$ cat src/rtl/fetch_unit_if.sv
// Fetch-side bus (toward the instruction ROM) and the decode handshake, bundled for fetch_unit.
interface fetch_unit_if;
  logic [31:0] bus_addr;
  logic        bus_rw;
  logic [1:0]  bus_size;
  logic [31:0] bus_data;
  logic        bus_gnt;
  logic        inst_valid;
  logic        inst_ready;
  logic [31:0] inst_data;
  logic [31:0] inst_pc;

  modport master (
    output bus_addr, bus_rw, bus_size, inst_valid, inst_data, inst_pc,
    input  bus_data, bus_gnt, inst_ready
  );

  modport slave (
    input  bus_addr, bus_rw, bus_size, inst_valid, inst_data, inst_pc,
    output bus_data, bus_gnt, inst_ready
  );
endinterface

$ cat src/rtl/fetch_unit.sv
// Sequential instruction fetch with a credit-limited R/D bus pipeline, an instruction FIFO and redirect flush.
// Optional: FETCH_HALT_ON_EBREAK_EN stops launching after a captured ebreak until redirect/reset.
module fetch_unit #(
  parameter logic [31:0] RESET_PC   = 32'h0000_0000,
  parameter int          FIFO_DEPTH = 4
) (
  input  logic         clk,
  input  logic         rst_n,
  fetch_unit_if.master bus,
  input  logic         redirect_valid,
  input  logic [31:0]  redirect_pc,
  output logic         halted
);
  localparam int AW = $clog2(FIFO_DEPTH);

  typedef struct packed {
    logic [31:0] pc;
    logic [31:0] word;
  } fetch_entry_t;

  fetch_entry_t  fifo_q [FIFO_DEPTH];
  logic [AW-1:0] wr_ptr, rd_ptr;
  logic [AW:0]   count;
  logic [1:0]    vld_pipe;   // [0] request slot R, [1] data slot D
  logic [31:0]   pc_pipe [2];
  logic [31:0]   next_pc, launch_pc, addr_q;
  logic [1:0]    size_q;
  logic [AW+1:0] credit;
  logic          launch, hold_d, push, pop, full, ebreak_hit, halted_q;
  logic          unused_bits;

  assign unused_bits = ^redirect_pc[1:0];

`ifdef FETCH_HALT_ON_EBREAK_EN
  localparam logic [31:0] EBREAK = 32'h0010_0073;

  assign ebreak_hit = vld_pipe[1] && (bus.bus_data == EBREAK);

  always_ff @(posedge clk or negedge rst_n) begin
    if (!rst_n)              halted_q <= 1'b0;
    else if (redirect_valid) halted_q <= 1'b0;
    else if (ebreak_hit)     halted_q <= 1'b1;
  end
`else
  assign ebreak_hit = 1'b0;
  assign halted_q   = 1'b0;
`endif

  // Credit counts buffered words plus both in-flight slots so a capture never finds the FIFO full.
  assign credit    = (AW+2)'(count) + (AW+2)'(vld_pipe[0]) + (AW+2)'(vld_pipe[1]);
  assign launch_pc = redirect_valid ? {redirect_pc[31:2], 2'b00} : next_pc;
  assign launch    = bus.bus_gnt &
                     (redirect_valid | (!halted_q & !ebreak_hit & (credit < (AW+2)'(FIFO_DEPTH))));
  assign hold_d    = vld_pipe[0] & !redirect_valid & !ebreak_hit;
  assign push      = vld_pipe[1] & !redirect_valid;
  assign pop       = bus.inst_valid & bus.inst_ready & !redirect_valid;
  assign full      = (count == (AW+1)'(FIFO_DEPTH));

  // A D cycle without a fresh launch keeps size=11 on the old address so the ROM keeps driving data.
  always_ff @(posedge clk or negedge rst_n) begin
    if (!rst_n) begin
      addr_q     <= '0;
      size_q     <= 2'b00;
      next_pc    <= RESET_PC;
      vld_pipe   <= '0;
      pc_pipe[0] <= '0;
      pc_pipe[1] <= '0;
    end else begin
      vld_pipe   <= {hold_d, launch};
      pc_pipe[1] <= pc_pipe[0];
      if (launch) begin
        addr_q     <= launch_pc;
        size_q     <= 2'b11;
        next_pc    <= launch_pc + 32'd4;
        pc_pipe[0] <= launch_pc;
      end else begin
        size_q     <= hold_d ? 2'b11 : 2'b00;
        next_pc    <= launch_pc;
      end
    end
  end

  always_ff @(posedge clk or negedge rst_n) begin
    if (!rst_n) begin
      wr_ptr <= '0;
      rd_ptr <= '0;
      count  <= '0;
    end else if (redirect_valid) begin
      wr_ptr <= '0;
      rd_ptr <= '0;
      count  <= '0;
    end else begin
      if (push) wr_ptr <= wr_ptr + 1'b1;
      if (pop)  rd_ptr <= rd_ptr + 1'b1;
      count <= count + (AW+1)'(push) - (AW+1)'(pop);
    end
  end

  always_ff @(posedge clk) begin
    if (push) fifo_q[wr_ptr] <= '{pc: pc_pipe[1], word: bus.bus_data};
  end

  assign bus.bus_addr   = addr_q;
  assign bus.bus_size   = size_q;
  assign bus.bus_rw     = 1'b0;
  assign bus.inst_valid = (count != '0);
  assign bus.inst_data  = fifo_q[rd_ptr].word;
  assign bus.inst_pc    = fifo_q[rd_ptr].pc;
  assign halted         = halted_q;

  a_no_overflow: assert property (@(posedge clk) disable iff (!rst_n) !(push && full && !pop));
endmodule

$ cat src/flat_wrapper.sv
// flat-port wrapper written by rule: the top's interface ports become plain ports
module fetch_unit_flat 
#(
  parameter logic [31:0] RESET_PC   = 32'h0000_0000,
  parameter int          FIFO_DEPTH = 4
)
  (clk, rst_n, redirect_valid, redirect_pc, halted, bus_bus_addr, bus_bus_rw, bus_bus_size, bus_inst_valid, bus_inst_data, bus_inst_pc, bus_bus_data, bus_bus_gnt, bus_inst_ready);
  fetch_unit_if bus_i ();
  input  logic clk;
  input  logic rst_n;
  input  logic redirect_valid;
  input  logic [31:0] redirect_pc;
  output logic halted;
  output wire logic [$bits(bus_i.bus_addr)-1:0] bus_bus_addr;
  output wire logic [$bits(bus_i.bus_rw)-1:0] bus_bus_rw;
  output wire logic [$bits(bus_i.bus_size)-1:0] bus_bus_size;
  output wire logic [$bits(bus_i.inst_valid)-1:0] bus_inst_valid;
  output wire logic [$bits(bus_i.inst_data)-1:0] bus_inst_data;
  output wire logic [$bits(bus_i.inst_pc)-1:0] bus_inst_pc;
  input wire logic [$bits(bus_i.bus_data)-1:0] bus_bus_data;
  input wire logic [$bits(bus_i.bus_gnt)-1:0] bus_bus_gnt;
  input wire logic [$bits(bus_i.inst_ready)-1:0] bus_inst_ready;
  assign bus_bus_addr = bus_i.bus_addr;
  assign bus_bus_rw = bus_i.bus_rw;
  assign bus_bus_size = bus_i.bus_size;
  assign bus_inst_valid = bus_i.inst_valid;
  assign bus_inst_data = bus_i.inst_data;
  assign bus_inst_pc = bus_i.inst_pc;
  assign bus_i.bus_data = bus_bus_data;
  assign bus_i.bus_gnt = bus_bus_gnt;
  assign bus_i.inst_ready = bus_inst_ready;
  fetch_unit #(.RESET_PC(RESET_PC), .FIFO_DEPTH(FIFO_DEPTH)) u_core (.clk(clk), .rst_n(rst_n), .bus(bus_i), .redirect_valid(redirect_valid), .redirect_pc(redirect_pc), .halted(halted));
endmodule
$ cat config.mk
export PLATFORM = sky130hd
export DESIGN_NAME = fetch_unit_flat
export DESIGN_NICKNAME = d
export VERILOG_FILES = /design/src/rtl/fetch_unit_if.sv /design/src/rtl/fetch_unit.sv /design/src/flat_wrapper.sv
export SDC_FILE = /design/constraint.sdc
export NUM_CORES = 1
export LEC_CHECK = 0
export ABC_AREA = 1
export CORE_MARGIN = 4
export CORE_UTILIZATION = 45
export DETAILED_ROUTE_END_ITERATION = 12
export GPL_ROUTABILITY_DRIVEN = 1
export GPL_TIMING_DRIVEN = 0
export PLACE_DENSITY = 0.73
export SLEW_MARGIN = 20
export SYNTH_ARGS = -nofsm -noshare
export SYNTH_HDL_FRONTEND = slang
export SYNTH_SLANG_ARGS = --single-unit
$ cat constraint.sdc
create_clock -name clk -period 7 [get_ports clk]
set_clock_uncertainty 0.15 [all_clocks]
set_input_delay 1.05 -clock clk [delete_from_list [all_inputs] [get_ports clk]]
set_output_delay 1.05 -clock clk [all_outputs]
set_load 0.02 [all_outputs]
==> run metrics, run 1 <==
Setup Crit Path Kind=flop to output port; port buffer count=about 160; number of sinks handled by clock tree synthesis=approximately 360; RSZ-0062 raised after global routing=false; CP startpoint kind=flop; count leader, synth=edfxtp_1; CP max-delay cell=clkdlybuf4s50_1; post-synthesis instance area=14630 sq um; wire length of the first global-routing pass=52920 um; post-DR wirelength/cell=about 18 um; count of maximum capacitance violations=0; share of synthesized registers carrying an async set or reset=slightly below 30%; total length of routed wires=about 34000 um; IO Count=170; later-pin clock latency in the skew report=0.53 ns; Max stage delay on crit path=approximately 0.67 ns; largest net degree at the start of global routing=63; post-CTS setup-driven buffer insertion count=0; number of flops mapped to enable cells by yosys=256; worst-path maximum fanout=10; top_reg_cell synth=edfxtp_1; Leakage Power=between 7 and 8 nW; Post-Synthesis Cells=between 1000 and 1500; cell-internal power=0.004397 W; area leader, netlist=edfxtp_1; clock root cell=clkbuf_16; area delta synth->final=26.30%; most utilized layer in the global route result=met2; final critical-path required period=between 4 and 5 ns; clock network power share=between 30% and 40%; met3 track demand over resource=3.260%; Remaining DRCs=0; antenna-violating nets left=0; non-filler cells in the finished layout=around 1900; total die area=approximately 35000 sq um; Detail Placement HPWL=23550 um; H-tree depth=2; Pwr Density=338.7 nW/um^2; Switching Power=about 0.0019 W; vias per inst=around 5; sequential fraction of the synthesis area=a little over two thirds; data arrival time of the critical path=3.38 ns; count of nets after finishing=about 1500; fraction of power spent switching nets=roughly 30%; number of flip-flops and latches in the synthesized netlist=roughly 360; Placed Instances=1856; top cells by area, synth=edfxtp_1, dfrtp_1, o21ai_0; DR vias=a little under 10000; Iter 0 DRT Violations=728; count of synthesis-stage warnings from yosys=0; final hold violation count=0; pin slew with the least headroom to its limit=0.7327 ns; clock tree from TritonCTS=done; initial core utilization=46.01%; Inserted Clock Buffers=38; GPL Wtd Cong=approximately 0.95; sequential share of power=a little over two fifths; library cell appearing most often on the critical path=clkbuf_1; overall power of the completed layout=around 0.0063 W; combinational share of power=approximately a quarter; met1 Usage GRT=between 20 and 30%; average cell area after synthesis=between 10 and 15 sq um; Cell variety after synth=35; die height=188.3 um; VDD IR max=~170 uV; final setup fails=0; router iterations before antenna repair=5; worst path bufs/invs=4; Tightest Hold Check Type=flop to flop; number of rows created at floorplan=65; ordered cell list for the critical path=clkbuf_1 > clkbuf_1 > clkbuf_1 > nor2_1 > o22ai_1 > clkdlybuf4s50_1; die width=roughly 190 um; total gr overflow=0; period utilisation layout=approximately two thirds; initial antenna violation count=0; layout cell share with drive strength beyond 1=~11%; core area=around 32000 sq um; met2 usage in global routing=slightly above 30%; required arrival time at the worst endpoint=~5.8 ns; clock input transition at the sequential cells of the worst setup and hold paths=about 0.06 ns; cell family with most CP delay=buffers and inverters; via count of the first global-routing pass=roughly 9600; capturing element type of the critical path=output port; deepest clock path buffer count=3; overall routing resource usage=a little under a fifth; max_slew headroom=50.63%; max-slew violations=0; share of Yosys cell area claimed by the top area cell type=52.54%; synth cell count leaders=edfxtp_1, nand2_1, nor2_1; number of buffers inserted for hold repair after clock tree synthesis=0; run status=complete, no violations; timing-limited maximum frequency=approximately 220 MHz; number of resized instances in the post-cts repair step=0
layout by cell type (no fill, tap or decap), types with 5 or more instances in the layout:
master	instances
nor2_2	8
dfrtp_1	106
ha_1	9
clkinv_1	5
nand4_1	8
nand2_1	189
o21ai_1	8
clkdlybuf4s50_1	163
clkbuf_16	39
clkbuf_1	51
nor2_4	9
edfxtp_1	256
nand3_1	19
buf_6	7
o21ai_0	165
inv_1	80
nor2_1	174
o22ai_1	64
nand2_2	11
xor2_1	13
buf_16	11
o21ai_2	6
buf_4	38
worst register-to-register path, cell delays in order, from the launching register on:
cell	delay [ns]
dfrtp_1	0.44
nor2_1	0.13
nand2_1	0.11
nand2_1	0.18
nor2_1	0.07
ha_1	0.29
inv_1	0.06
ha_1	0.13
inv_1	0.04
fa_1	0.38
o21ai_0	0.17
a21oi_1	0.05
power by group through the flow:
stage	sequential, W	clock, W	combinational (W)
after floorplan	0.00266	0	0.000852
after global placement	0.00272	0	0.00152
after detailed placement	0.00272	0	0.00155
after CTS	0.00268	0.00206	0.00156
after global routing	0.00270	0.00216	0.00167
final	0.00268	0.00203	0.00154
state kept, by name (all words and copies together) (netlist names):
name	flops
u_core.next_pc	32
u_core.bus.bus_size	1
u_core.count	3
u_core.pc_pipe	64
u_core.fifo_q	256
u_core.wr_ptr	2
u_core.rd_ptr	2
u_core.vld_pipe	2
worst paths after layout:
check	from	endpoint	slack (ns)	depth (start not counted)
setup / recovery	u_core.rd_ptr[0]	bus_inst_pc[21]	2.42	6
hold / removal	u_core.pc_pipe[36]	u_core.pc_pipe[4]	0.26	0
setup reg to reg	u_core.count[1]	u_core.count[2]	4.67	11
hold reg to reg	u_core.pc_pipe[36]	u_core.pc_pipe[4]	0.26	0
max in group asynchronous	rst_n	u_core.wr_ptr[0]	5.70	2
min in group asynchronous	rst_n	u_core.next_pc[3]	0.35	1
per-layer routing:
metal  vias to the layer above  share of wire (%)
met4                         0                2.8
met2                       372                 48
met5                         -                  0
li1                       4693                  -
met3                        60                7.1
met1                      4571                 42
metrics by stage:
stage          hold slack, ns  setup TNS [ns]  utilization (%)  worst slack (ns)  instance area [sq um]
2_1_floorplan          0.2252               0                -             1.778                  14640
3_3_place_gp           0.2428          -91.90            52.90           -0.4619                  16820
3_5_place_dp           0.2495               0            54.07             2.933                  17200
4_1_cts                0.2636               0            58.11             2.392                  18480
5_1_grt                0.2767               0            58.11             2.255                  18480
6_report               0.2562               0            58.12             2.422                  18480
logic make-up (layout without fill, tap and decap cells):
logic type	after synthesis	in the layout	share of synthesized area, %
flip-flops	362	362	70.67
XOR/XNOR	15	15	0.8979
AO/OA/AOI/OAI	254	254	9.501
buffers and inverters	178	424	6.148
adder cells (fa/ha/maj)	10	10	0.9065
other	1	3	0.02563
AND/OR/NAND/NOR	423	423	11.85
cell type report:
class	count	area, sq um
diodes	1	2.502
plain buffers	96	586.8
clock buffers	51	1061
clock inverters	18	221.5
fillers	2540	13320
inverters	82	312.8
multi-input cells	704	3426
flip-flops and latches	362	10340
well taps	435	544.3
repair buffers	177	1986
No activity file was read; power rests on OpenSTA's default activity.
==> inputs of run 2 (changes only) <==
- clock period: 7 -> 4.7 ns (I/O delays scaled with it)
==> results of run 2 <==
The final DEF is identical to that of run 1. Status: complete, no violations.
Main changes from that run: setup slack after placement 2.933 ns -> 0.9781 ns; setup slack after layout 2.422 ns -> 0.4671 ns; hold slack 0.2562 ns -> 0.005908 ns; register-to-register setup slack 4.67 ns -> 2.37 ns; total power 0.006260 W -> 0.009323 W; worst IR drop on VDD 165.8 uV -> 247.0 uV
